### src/rtl/shift_frame_engine.sv
// Framed shift register: LOAD starts a frame, WIDTH shifts finish it.
// Optional SHIFT_FRAME_LSBFIRST_EN adds an lsbFirst direction input.
module shift_frame_engine #(
  parameter int WIDTH = 8
) (
  input  logic                       clk,
  input  logic                       reset,
  input  logic                       serialClkposedge,
  input  logic [1:0]                 mode,
  input  logic [WIDTH-1:0]           parallelIn,
  input  logic                       serialIn,
`ifdef SHIFT_FRAME_LSBFIRST_EN
  input  logic                       lsbFirst,
`endif
  output logic [WIDTH-1:0]           parallelOut,
  output logic                       serialOut,
  output logic [$clog2(WIDTH+1)-1:0] bitCount,
  output logic                       busy,
  output logic                       frameDone
);

  localparam int CW = $clog2(WIDTH+1);
  localparam logic [CW-1:0] LAST = CW'(WIDTH - 1);

  localparam logic [1:0] HOLD  = 2'b00;
  localparam logic [1:0] LOAD  = 2'b01;
  localparam logic [1:0] SHIFT = 2'b10;
  localparam logic [1:0] CLEAR = 2'b11;

  typedef enum logic {IDLE, FRAME} state_t;

  state_t            state;
  logic [WIDTH-1:0]  shiftReg;
  logic [CW-1:0]     count;
  logic              done;
  logic              lsb;
  logic [WIDTH-1:0]  shifted;

  always_comb begin
`ifdef SHIFT_FRAME_LSBFIRST_EN
    lsb = lsbFirst;
`else
    lsb = 1'b0;
`endif
    shifted = lsb ? {serialIn, shiftReg[WIDTH-1:1]}
                  : {shiftReg[WIDTH-2:0], serialIn};
  end

  // CLEAR ignores the strobe; LOAD/SHIFT need it.
  always_ff @(posedge clk) begin
    if (reset) begin
      state    <= IDLE;
      shiftReg <= '0;
      count    <= '0;
      done     <= 1'b0;
    end else begin
      done <= 1'b0;
      if (mode == CLEAR) begin
        state    <= IDLE;
        shiftReg <= '0;
        count    <= '0;
      end else if (serialClkposedge) begin
        case (mode)
          LOAD: begin
            shiftReg <= parallelIn;
            count    <= '0;
            state    <= FRAME;
          end
          SHIFT: begin
            shiftReg <= shifted;
            if (state == FRAME) begin
              if (count == LAST) begin
                count <= '0;
                state <= IDLE;
                done  <= 1'b1;
              end else begin
                count <= count + CW'(1);
              end
            end
          end
          HOLD: ;
          default: ;
        endcase
      end
    end
  end

  assign parallelOut = shiftReg;
  assign serialOut   = lsb ? shiftReg[0] : shiftReg[WIDTH-1];
  assign bitCount    = count;
  assign busy        = (state == FRAME);
  assign frameDone   = done;

endmodule

### config.mk
export PLATFORM = sky130hd
export DESIGN_NAME = shift_frame_engine
export DESIGN_NICKNAME = d
export VERILOG_FILES = /design/src/rtl/shift_frame_engine.sv
export SDC_FILE = /design/constraint.sdc
export NUM_CORES = 1
export LEC_CHECK = 0
export BUFFER_PORTS_ARGS = -buffer_cell sky130_fd_sc_hd__buf_4
export CAP_MARGIN = 20
export CORE_UTILIZATION = 29
export CTS_BUF_LIST = sky130_fd_sc_hd__clkbuf_4 sky130_fd_sc_hd__clkbuf_8 sky130_fd_sc_hd__clkbuf_16
export CTS_CLUSTER_SIZE = 8
export DETAILED_ROUTE_END_ITERATION = 8
export GPL_ROUTABILITY_DRIVEN = 0
export SLEW_MARGIN = 25
export SYNTH_ARGS = -nofsm -noshare
export SYNTH_HDL_FRONTEND = slang
export SYNTH_SLANG_ARGS = --single-unit
### constraint.sdc
create_clock -name clk -period 1.8 [get_ports clk]
set_input_delay 0.36 -clock clk [delete_from_list [all_inputs] [get_ports clk]]
set_output_delay 0.36 -clock clk [all_outputs]
set_load 0.02 [all_outputs]
* Word level (Yosys, flattened, before mapping)
Cells that the tools add are included.
** Cells by class
- Reduce and logical (&&, ||, !) cells :: 5
- Equality and inequality tests :: 5
- Bitwise logic cells :: 3
- Add/subtract/negate cells :: 1
- Muxes and demuxes :: 8
** Operator list (count)
- case mux 8 bit (2 select lines) :: 1
- two-way mux 4 bit :: 2
- case mux 4 bit (2 select lines) :: 1
- OR reduction 5 bit :: 1
- adder 4 x 1 -> 4 bit, second input constant :: 1
- equality test 2 bit, second input constant :: 2
- equality test 4 x 3 -> 1 bit, second input constant :: 1
- two-way mux 1 bit :: 3
- NOT 1 bit :: 3
- AND reduction 3 bit :: 1
- equality test 2 x 1 -> 1 bit, second input constant :: 1
- inequality test 2 bit, second input constant :: 1
- case mux 1 bit (2 select lines) :: 1
- AND reduction 2 bit :: 1
- nonzero test 2 bit :: 1
- OR reduction 2 bit :: 1
** Storage, ports and cells
- Logic and storage cells :: 26
- Register bits :: 14

* Depth between registers and ports, before layout
Gate-level depths: netlist of the first run.
- Depth after elaboration :: 4
- Gate-level depth with buffers :: 7
- Gate-level depth less buffers :: 5

* Worst setup path after synthesis of the first run
No wires, ideal clock.
- Path type :: input -> register
- Start point :: input mode[0]
- End point :: register count[3], in the netlist bitCount[3]
- Arrival :: 1.348 ns
- Stages on the path :: 6
- Path buffers :: 1
- Data required time :: 1.726 ns
- Setup time :: 0.074 ns
- Setup slack :: 0.377 ns
- Cells stage by stage :: inv_1 > ha_1 > buf_4 > nand3_4 > or4_1 > a31oi_1
** On the way
- Longest elaborated chain between the ends :: 3
- Elaborated cells between the ends (all ways) :: 8
- Those cells by class :: eq/ne: 4; mux: 1; reduce/logical: 3
** RTL lines
- start, declared :: line 9 : input logic [1:0] mode,
- equality test 2 bit or equality test 2 x 1 -> 1 bit (tied branches) :: line 63 : case (mode)
- inequality test 2 bit (no line) or nonzero test 2 bit (tied branches)
- AND reduction 3 bit (no line)
- end signal, assigned :: line 77 : count <= count + CW'(1);
- end, declared :: line 34 : logic [CW-1:0] count;
Several ways; a longest one is shown, not always the timed one.
A chain may end at the register's enable or synchronous reset.

* Final worst setup path of the first run
- Start point :: register count[0], in the netlist bitCount[0]
- End point :: register count[0], in the netlist bitCount[0]
** On the way
- Longest elaborated chain between the ends :: 4
- Elaborated cells between the ends (all ways) :: 5
- Those cells by class :: add/sub: 1; eq/ne: 1; mux: 3
** RTL lines
- adder 4 x 1 -> 4 bit or equality test 4 x 3 -> 1 bit (tied branches) :: line 77, 72
- two-way mux 4 bit (*) :: line 72 : if (count == LAST) begin
- two-way mux 4 bit (*) :: line 71 : if (state == FRAME) begin
- case mux 4 bit (2 select lines) (*) :: line 63
Every way passes the cells marked *; elsewhere a longest branch is shown, timed or not. The select of a mux whose other input is x is not followed.

==> results of run 1 <==
-- worst paths after layout --
check | end | slack, ns | cells after the start
max | bitCount[0]$_SDFFE_PP0P_ | 0.39 | 4
min | frameDone$_SDFF_PP0_ | 0.38 | 3
max reg2reg | bitCount[0]$_SDFFE_PP0P_ | 0.39 | 4
min reg2reg | parallelOut[7]$_SDFFE_PP0P_ | 0.52 | 2
-- kinds of logic (layout without fill, tap and decap cells) --
family	after synthesis	count (layout)	share of synthesized area, %
adders and majority gates	4	4	6.87
and+or+nand+nor	21	21	17.0
buffers and inverters	12	40	8.76
AOI/OAI and AO/OA	18	18	16.5
muxes	9	9	12.4
DFF	14	14	38.5
-- final cells by class --
type                       instances  area share (%)
multi-input combinational         52            38.9
timing repair buffer              31            23.6
inverter                           5            1.90
tap                               28            3.55
clock buffer                       4            3.68
sequential                        14            28.4
-- power by group through the flow --
stage | sequential (mW) | clock, mW | combinational (mW)
after CTS | 0.335 | 0.239 | 0.135
after detailed placement | 0.342 | 0 | 0.134
after global placement | 0.341 | 0 | 0.134
after floorplan | 0.356 | 0 | 0.0661
after global routing | 0.337 | 0.257 | 0.147
final | 0.334 | 0.226 | 0.133
-- critical path, stage by stage (launching register included) --
cell	delay, ns
dfxtp_1	0.36
ha_1	0.24
nand3b_1	0.14
or3b_2	0.46
a21oi_1	0.14
-- cells in the final DEF (no fill, tap or decap), types with 2 or more instances in the layout --
cell type,synthesis,layout
buf_4,5,31
dfxtp_1,14,14
mux2i_1,9,9
nor2_1,8,8
a211oi_1,8,8
inv_1,5,5
ha_1,4,4
o21ai_0,3,3
a21oi_1,3,3
clkbuf_4,0,3
nand3b_1,2,2
nand3_1,2,2
nor3_1,2,2
-- stage by stage --
step | cells | total power, mW | worst slack (ns) | util, %
2_1_floorplan | 78 | 0.423 | 0.377 | -
3_3_place_gp | 130 | 0.476 | 0.221 | 41.4
3_5_place_dp | 130 | 0.476 | 0.173 | 41.4
4_1_cts | 134 | 0.709 | 0.401 | 43.0
5_1_grt | 134 | 0.741 | 0.298 | 43.0
6_report | 134 | 0.693 | 0.389 | 43.0
-- sequential cells by signal, indices dropped and copies added (netlist names) --
| name | count |
|---|---|
| parallelOut | 8 |
| bitCount | 4 |
| busy | 1 |
| frameDone | 1 |
-- routing by layer --
layer  wire [um]  track usage (%)
met1         699             16.5
met2         660             19.0
met3         102             5.26
met4           0             2.70
met5           0                0
==> flow_metrics.py, run 1 <==
metrics = {
    "synth": {
        "netlist.top_cell.by_area": "dfxtp_1",
        "synth_area_leaders": "dfxtp_1 (38%), mux2i_1 (12%), a211oi_1 (8.2%)",
        "async_flop_share_pct": 0,
        "yosys-top-cells-count": "dfxtp_1 (14), mux2i_1 (9), a211oi_1 (8), nor2_1 (8)",
        "synth.yosys.seq_area_share_pct": 38.5,
        "synthesis.nets": 96,
        "yosysTopAreaCellShare_pct": 38.5,
        "yosysWarnings": 0,
        "yosysMostFrequentCell": "dfxtp_1",
        "synth_area_per_cell_um2": 9.34,
        "synth_cells": 78,
        "synth.cell_area_um2": 728,
        "ys_seq_elements": 14,
        "synthFlopType": "dfxtp_1",
        "synth.distinct_cells": 24,
        "synth_edf_count": 0,
    },
    "sta": {
        "max_clock_freq_ghz": 0.709,
        "finalHoldViolCount": 0,
        "relSlewSlack_pct": 75.0,
        "fin_crit_ns": 1.41,
        "slew_viol_final": 0,
        "post-route-period-util_pct": 78.4,
        "rsz0062_at_grt": "false",
        "tns_ns": 0,
        "finalSetupViolations": 0,
        "whs_ns": 0.378,
        "worst_pin_slew_ns": 0.366,
        "skew_ns": 0.00217,
    },
    "route": {
        "drt_wl_total_um": 1460,
        "drtAntennaViolNets": 0,
        "wl_per_cell_um": 10.9,
        "avgViaCountPerCell": 4.84,
        "initialDrtViolationCount": 14,
        "route.detailed.drc": 0,
        "dr.pass1.iters": 4,
        "vias": 648,
    },
    "die": {
        "row_count": 17,
        "die_x_um": 52.1,
        "core_area_um2": 2300,
        "ioPinCount": 29,
        "start_util_pct": 31.7,
        "dieArea_um2": 2720,
        "die_h_um": 52.1,
    },
    "finish": {
        "layout.nets": 125,
        "syn_to_final_growth_pct": 35.6,
        "seq_area_um2": 280,
        "fillers": 252,
        "multi_input_area_um2": 384,
        "drive_gt1_share_pct": 35.8,
        "finalInstanceArea_um2": 987,
        "antennaDiodeCount": 0,
    },
    "clock_network": {
        "cts_sinks": 14,
        "insertion_delay_ns": 0.28,
        "cts_tree": "done",
        "hold_buffers": 0,
        "cts_max_level": 1,
        "clk_pin_slew_worst_paths_ns": 0.09,
        "numCtsBuffers": 3,
        "post_cts_resized": 0,
        "postCtsSetupBuffers": 0,
        "clockBufferDepth": 2,
        "clockRootBuffer": "clkbuf_4",
    },
    "status": {
        "outcome": "finished, final reports clean",
    },
    "power": {
        "p_sw_share_pct": 26.3,
        "cellLeakagePower_nw": 0.415,
        "intPower_uw": 511,
        "pwr-share-comb_pct": 19.2,
        "ir_worst_vdd_mv": 0.317,
        "seqPwrFrac_pct": 48.2,
        "p_per_area_nw_per_um2": 702,
        "clockPowerShare_pct": 32.6,
        "switchingPower_uw": 183,
    },
    "grt": {
        "grt_max_degree": 18,
        "grt.overflow.total": 0,
        "grt_pass1_vias": 573,
        "grt.total_usage_pct": 12.6,
        "grt_pass1_wl_um": 2530,
        "antenna_found_initial": 0,
    },
    "setup_path": {
        "end_kind": "flop",
        "critPathArrivalTime_ns": 1.63,
        "r2r-start": "bitCount[0]$_SDFFE_PP0P_",
        "crit_type": "flop to flop",
        "required_ns": 2.02,
        "cp_max_fo": 6,
        "crit_start": "bitCount[0]$_SDFFE_PP0P_",
        "start_kind": "flop",
    },
    "placement": {
        "port_buffers": 28,
        "place_area_um2": 951,
        "hpwl_um": 1080,
    },
    "hold_path": {
        "hold_path_class": "input pin to flop",
        "hold_path.startpoint": "serialClkposedge",
    },
    "job": {
        "drv_cap": 0,
    },
}
Power figures use the tool's default switching activity.
==> inputs of run 2 (changes only) <==
Clock period 1.8 ns to 1.4 ns, I/O delays scaled along.
==> run 2 against run 1 <==
Cell count is 4.5% higher; power is 31% higher; sequential share of layout area is 1.5 points lower; maximum frequency is 9.6% higher; routed wire length is 12% higher; highest routed layer is now met4.
==> flow_metrics.py, run 2 (synthesis results as in run 1) <==
metrics = {
    "clock_network": {
        "clk_pin_slew_worst_paths_ns": 0.09,
        "cts_sinks": 14,
        "cts_max_level": 1,
        "insertion_delay_ns": 0.28,
        "clockBufferDepth": 2,
        "numCtsBuffers": 3,
        "clockRootBuffer": "clkbuf_4",
        "postCtsSetupBuffers": 0,
        "cts_tree": "done",
    },
    "die": {
        "row_count": 17,
        "ioPinCount": 29,
        "die_x_um": 52.1,
        "die_h_um": 52.1,
        "dieArea_um2": 2720,
        "core_area_um2": 2300,
        "start_util_pct": 31.7,
    },
    "setup_path": {
        "crit_type": "flop to flop",
        "cp_max_fo": 3,
        "start_kind": "flop",
        "required_ns": 1.62,
        "r2r_slack_ns": 0.11,
        "critPathArrivalTime_ns": 1.51,
        "reg2regPathDepth": 4,
        "r2r_end": "bitCount[3]$_SDFFE_PP0P_",
        "r2r-start": "bitCount[0]$_SDFFE_PP0P_",
        "end_kind": "flop",
    },
    "sta": {
        "relSlewSlack_pct": 75.8,
        "slew_viol_final": 0,
        "finalSetupViolations": 0,
        "worst_pin_slew_ns": 0.354,
        "post-route-period-util_pct": 91.9,
        "rsz0062_at_grt": "false",
        "skew_ns": 0.00271,
        "fin_crit_ns": 1.29,
        "finalHoldViolCount": 0,
        "max_clock_freq_ghz": 0.777,
    },
    "route": {
        "drt_wl_total_um": 1630,
        "avgViaCountPerCell": 4.79,
        "wl_per_cell_um": 11.7,
        "vias": 671,
        "drtAntennaViolNets": 0,
        "dr.pass1.iters": 4,
        "route.detailed.drc": 0,
        "initialDrtViolationCount": 17,
    },
    "status": {
        "outcome": "finished, final reports clean",
    },
    "placement": {
        "placedCellCount": 136,
        "hpwl_um": 1230,
        "port_buffers": 28,
    },
    "finish": {
        "stdcell_count": 140,
        "fillers": 246,
        "largest_reg_flops": 8,
        "antennaDiodeCount": 0,
        "multi_input_area_um2": 393,
        "drive_gt1_share_pct": 41.1,
        "seq_area_um2": 280,
        "layout.nets": 131,
        "syn_to_final_growth_pct": 43.0,
        "final_cell_mix": "buf_4 (37), dfxtp_1 (14), mux2i_1 (9)",
        "layout_commonest_cell": "buf_4",
        "final_util_pct": 45.3,
    },
    "power": {
        "power_uw": 906,
        "seqPwrFrac_pct": 47.5,
        "switchingPower_uw": 244,
        "pwr-share-comb_pct": 19.8,
        "cellLeakagePower_nw": 0.443,
        "p_per_area_nw_per_um2": 871,
        "clockPowerShare_pct": 32.7,
        "intPower_uw": 663,
        "p_sw_share_pct": 26.9,
        "ir_worst_vdd_mv": 0.710,
    },
    "job": {
        "drv_cap": 0,
    },
    "hold_path": {
        "hold_path_class": "input pin to flop",
        "hold_path.startpoint": "serialClkposedge",
        "holdPathEnd": "bitCount[1]$_SDFFE_PP0P_",
        "hold_depth": 3,
    },
    "grt": {
        "antenna_found_initial": 0,
        "grt.overflow.total": 0,
        "grt_pass1_vias": 652,
        "grt.total_usage_pct": 14.1,
        "grt_max_degree": 15,
        "grt_pass1_wl_um": 2770,
    },
}
==> run 2: changes by cell type in the layout (fill, tap and decap cells not counted), sizes merged <==
cell,previous run,this run
buf,31,37
==> run 2: critical path, stage by stage (launching register included) <==
cell and delay, ns:
dfxtp_1 0.34, ha_2 0.20, nand3b_1 0.14, or4_1 0.39
a31oi_1 0.15
==> run 2: cell type report <==
class | count | share of cell area [%]
inverters | 5 | 1.80
clock buffers | 4 | 3.49
flip-flops and latches | 14 | 26.9
multi-input cells | 52 | 37.7
well taps | 28 | 3.37
repair buffers | 37 | 26.7
==> run 2: worst max-delay path by stage <==
stage / startpoint / to / slack (ns) / depth (start not counted)
2_1_floorplan: bitCount[0]$_SDFFE_PP0P_ / bitCount[3]$_SDFFE_PP0P_ / 0.02 / 4
3_3_place_gp: mode[0] / bitCount[3]$_SDFFE_PP0P_ / -0.08 / 6
3_5_place_dp: mode[0] / bitCount[3]$_SDFFE_PP0P_ / -0.12 / 6
4_1_cts: bitCount[0]$_SDFFE_PP0P_ / bitCount[0]$_SDFFE_PP0P_ / 0.06 / 4
5_1_grt: busy$_SDFFE_PP0P_ / bitCount[3]$_SDFFE_PP0P_ / 0.03 / 3
6_report: bitCount[0]$_SDFFE_PP0P_ / bitCount[3]$_SDFFE_PP0P_ / 0.11 / 4
==> run 2: stage by stage <==
step                hold WS, ns  setup slack, ns  setup TNS [ns]  area [um2]
floorplan                 0.434           0.0166               0         728
global placement          0.506          -0.0798          -0.188         996
detailed placement        0.512           -0.123          -0.405         996
CTS                       0.303           0.0560               0        1030
global route              0.324           0.0296               0        1040
finish                    0.315            0.113               0        1040
==> run 2: timing repair <==
item	CTS	global route
hold buffers	0	0
gates resized for setup	0	3
setup endpoints to repair	0	2
==> run 2: routing by layer <==
layer | routed length (um) | vias up | global-route usage, %
met1 | 709 | 297 | 16.6
li1 | - | 348 | -
met4 | 13 | 0 | 4.05
met5 | 0 | - | 0
met3 | 104 | 2 | 5.26
met2 | 807 | 24 | 23.5
==> run 2: power groups by stage <==
stage / combinational [mW] / sequential, mW / clock [mW]
global route: 0.199 / 0.433 / 0.325
global placement: 0.179 / 0.439 / 0
CTS: 0.181 / 0.430 / 0.310
finish: 0.180 / 0.430 / 0.296
detailed placement: 0.181 / 0.440 / 0
floorplan: 0.0850 / 0.458 / 0
==> inputs of run 3 (changes only) <==
Settings changed: CORE_MARGIN set to 4.
==> run 3 against run 2 <==
Cell count increased by 0.71%; via count is 0.45% lower; highest routed layer unchanged; largest power group unchanged; largest cell class unchanged; clock skew up 0.0041 ns.
==> flow_metrics.py, run 3 (synthesis results as in run 1) <==
metrics = {
    "grt": {
        "grt.total_usage_pct": 10.2,
        "antenna_found_initial": 0,
        "grt_max_degree": 18,
        "grt.overflow.total": 0,
        "grt_pass1_wl_um": 2690,
        "use_met3_pct": 3.56,
        "grt.busiest_layer": "met2",
        "grtUsageMet1_pct": 12.8,
        "met2_usage_pct": 15.8,
        "grt_pass1_vias": 631,
    },
    "setup_path": {
        "cp_max_fo": 3,
        "cp_top_family": "simple AND/OR/NAND/NOR gates",
        "end_kind": "flop",
        "crit_buf_inv": 0,
        "start_kind": "flop",
        "slowest_stage": "or3b_2",
        "slowest_delay_ns": 0.45,
        "critical_path.cell_chain": "ha_2 > nand3b_1 > or3b_2 > a21oi_1",
        "required_ns": 1.62,
        "crit_type": "flop to flop",
        "critPathArrivalTime_ns": 1.51,
    },
    "finish": {
        "drive_gt1_share_pct": 40.7,
        "largest_reg_flops": 8,
        "syn_to_final_growth_pct": 43.1,
        "layout_commonest_cell": "buf_4",
        "seq_area_um2": 280,
        "multi_input_area_um2": 387,
        "finalInstanceArea_um2": 1040,
        "final_cell_mix": "buf_4 (38), dfxtp_1 (14), mux2i_1 (9)",
        "antennaDiodeCount": 0,
        "stdcell_count": 141,
        "fillers": 236,
        "layout.nets": 132,
    },
    "sta": {
        "slew_viol_final": 0,
        "max_clock_freq_ghz": 0.777,
        "finalSetupViolations": 0,
        "skew_ns": 0.00678,
        "post-route-period-util_pct": 92.0,
        "worst_pin_slew_ns": 0.420,
        "fin_crit_ns": 1.29,
        "rsz0062_at_grt": "false",
        "relSlewSlack_pct": 71.3,
        "tns_ns": 0,
        "finalHoldViolCount": 0,
    },
    "route": {
        "avgViaCountPerCell": 4.74,
        "dr.pass1.iters": 3,
        "drt_wl_total_um": 1650,
        "drtAntennaViolNets": 0,
        "route.detailed.drc": 0,
        "wl_per_cell_um": 11.7,
        "vias": 668,
        "initialDrtViolationCount": 5,
    },
    "die": {
        "die_h_um": 58.1,
        "start_util_pct": 31.7,
        "core_area_um2": 2300,
        "ioPinCount": 29,
        "die_x_um": 58.1,
        "row_count": 17,
        "dieArea_um2": 3380,
    },
    "placement": {
        "place_area_um2": 1000,
        "hpwl_um": 1270,
        "placedCellCount": 137,
        "port_buffers": 28,
    },
    "clock_network": {
        "cts_max_level": 1,
        "numCtsBuffers": 3,
        "insertion_delay_ns": 0.28,
        "cts_sinks": 14,
        "hold_buffers": 0,
        "cts_tree": "done",
        "postCtsSetupBuffers": 0,
        "clk_pin_slew_worst_paths_ns": 0.09,
        "clockBufferDepth": 2,
        "clockRootBuffer": "clkbuf_4",
        "post_cts_resized": 0,
    },
    "power": {
        "p_per_area_nw_per_um2": 863,
        "power_uw": 900,
        "ir_worst_vdd_mv": 0.510,
        "cellLeakagePower_nw": 0.446,
    },
    "job": {
        "drv_cap": 0,
    },
    "status": {
        "outcome": "finished, final reports clean",
    },
    "hold_path": {
        "hold_path_class": "input pin to flop",
    },
}
==> run 3: cell count changes in the layout (fill, tap and decap cells not counted) <==
cell | previous run | this run
a21oi_2 | 1 | 0
or3b_2 | 0 | 1
buf_4 | 37 | 38
or3b_4 | 1 | 0
a21oi_1 | 2 | 3
==> run 3: layout make-up <==
cell class	instances	share of cell area, %
multi-input cells	52	37.1
repair buffers	38	27.4
flip-flops and latches	14	26.9
clock buffers	4	3.48
well taps	28	3.36
inverters	5	1.80
==> run 3: routing by layer <==
layer | share of wire [%] | up-vias
li1 | - | 350
met1 | 47 | 299
met2 | 47 | 15
met3 | 4.3 | 4
met4 | 1.5 | 0
met5 | 0 | -
==> run 3: worst reg2reg max path, cell delays in order (launching register included) <==
cell,delay [ns]
dfxtp_1,0.33
ha_2,0.20
nand3b_1,0.11
or3b_2,0.45
a21oi_1,0.14
==> run 3: path summary, 6_finish.rpt <==
check	start	to	slack [ns]	depth (start not counted)
worst max-delay path	bitCount[0]$_SDFFE_PP0P_	bitCount[0]$_SDFFE_PP0P_	0.11	4
worst min-delay path	serialClkposedge	bitCount[1]$_SDFFE_PP0P_	0.32	3
worst max register to register	bitCount[0]$_SDFFE_PP0P_	bitCount[0]$_SDFFE_PP0P_	0.11	4
worst min register to register	parallelOut[4]$_SDFFE_PP0P_	parallelOut[4]$_SDFFE_PP0P_	0.52	2
==> run 3: metrics by stage <==
| step | hold WS (ns) | worst slack [ns] | utilization (%) |
|---|---|---|---|
| 2_1_floorplan | 0.434 | 0.0166 | - |
| 4_1_cts | 0.316 | 0.0757 | 45.3 |
| 5_1_grt | 0.321 | 0.0306 | 45.4 |
| 3_3_place_gp | 0.503 | -0.0591 | 43.7 |
| 3_5_place_dp | 0.507 | -0.172 | 43.7 |
| 6_report | 0.325 | 0.113 | 45.4 |
==> run 3: report_power, final <==
part           leakage [nW]  switching, mW  internal (mW)
Sequential            0.114         0.0145          0.415
Combinational         0.311         0.0898         0.0899
Clock                0.0210          0.132          0.158
Total                 0.446          0.237          0.663
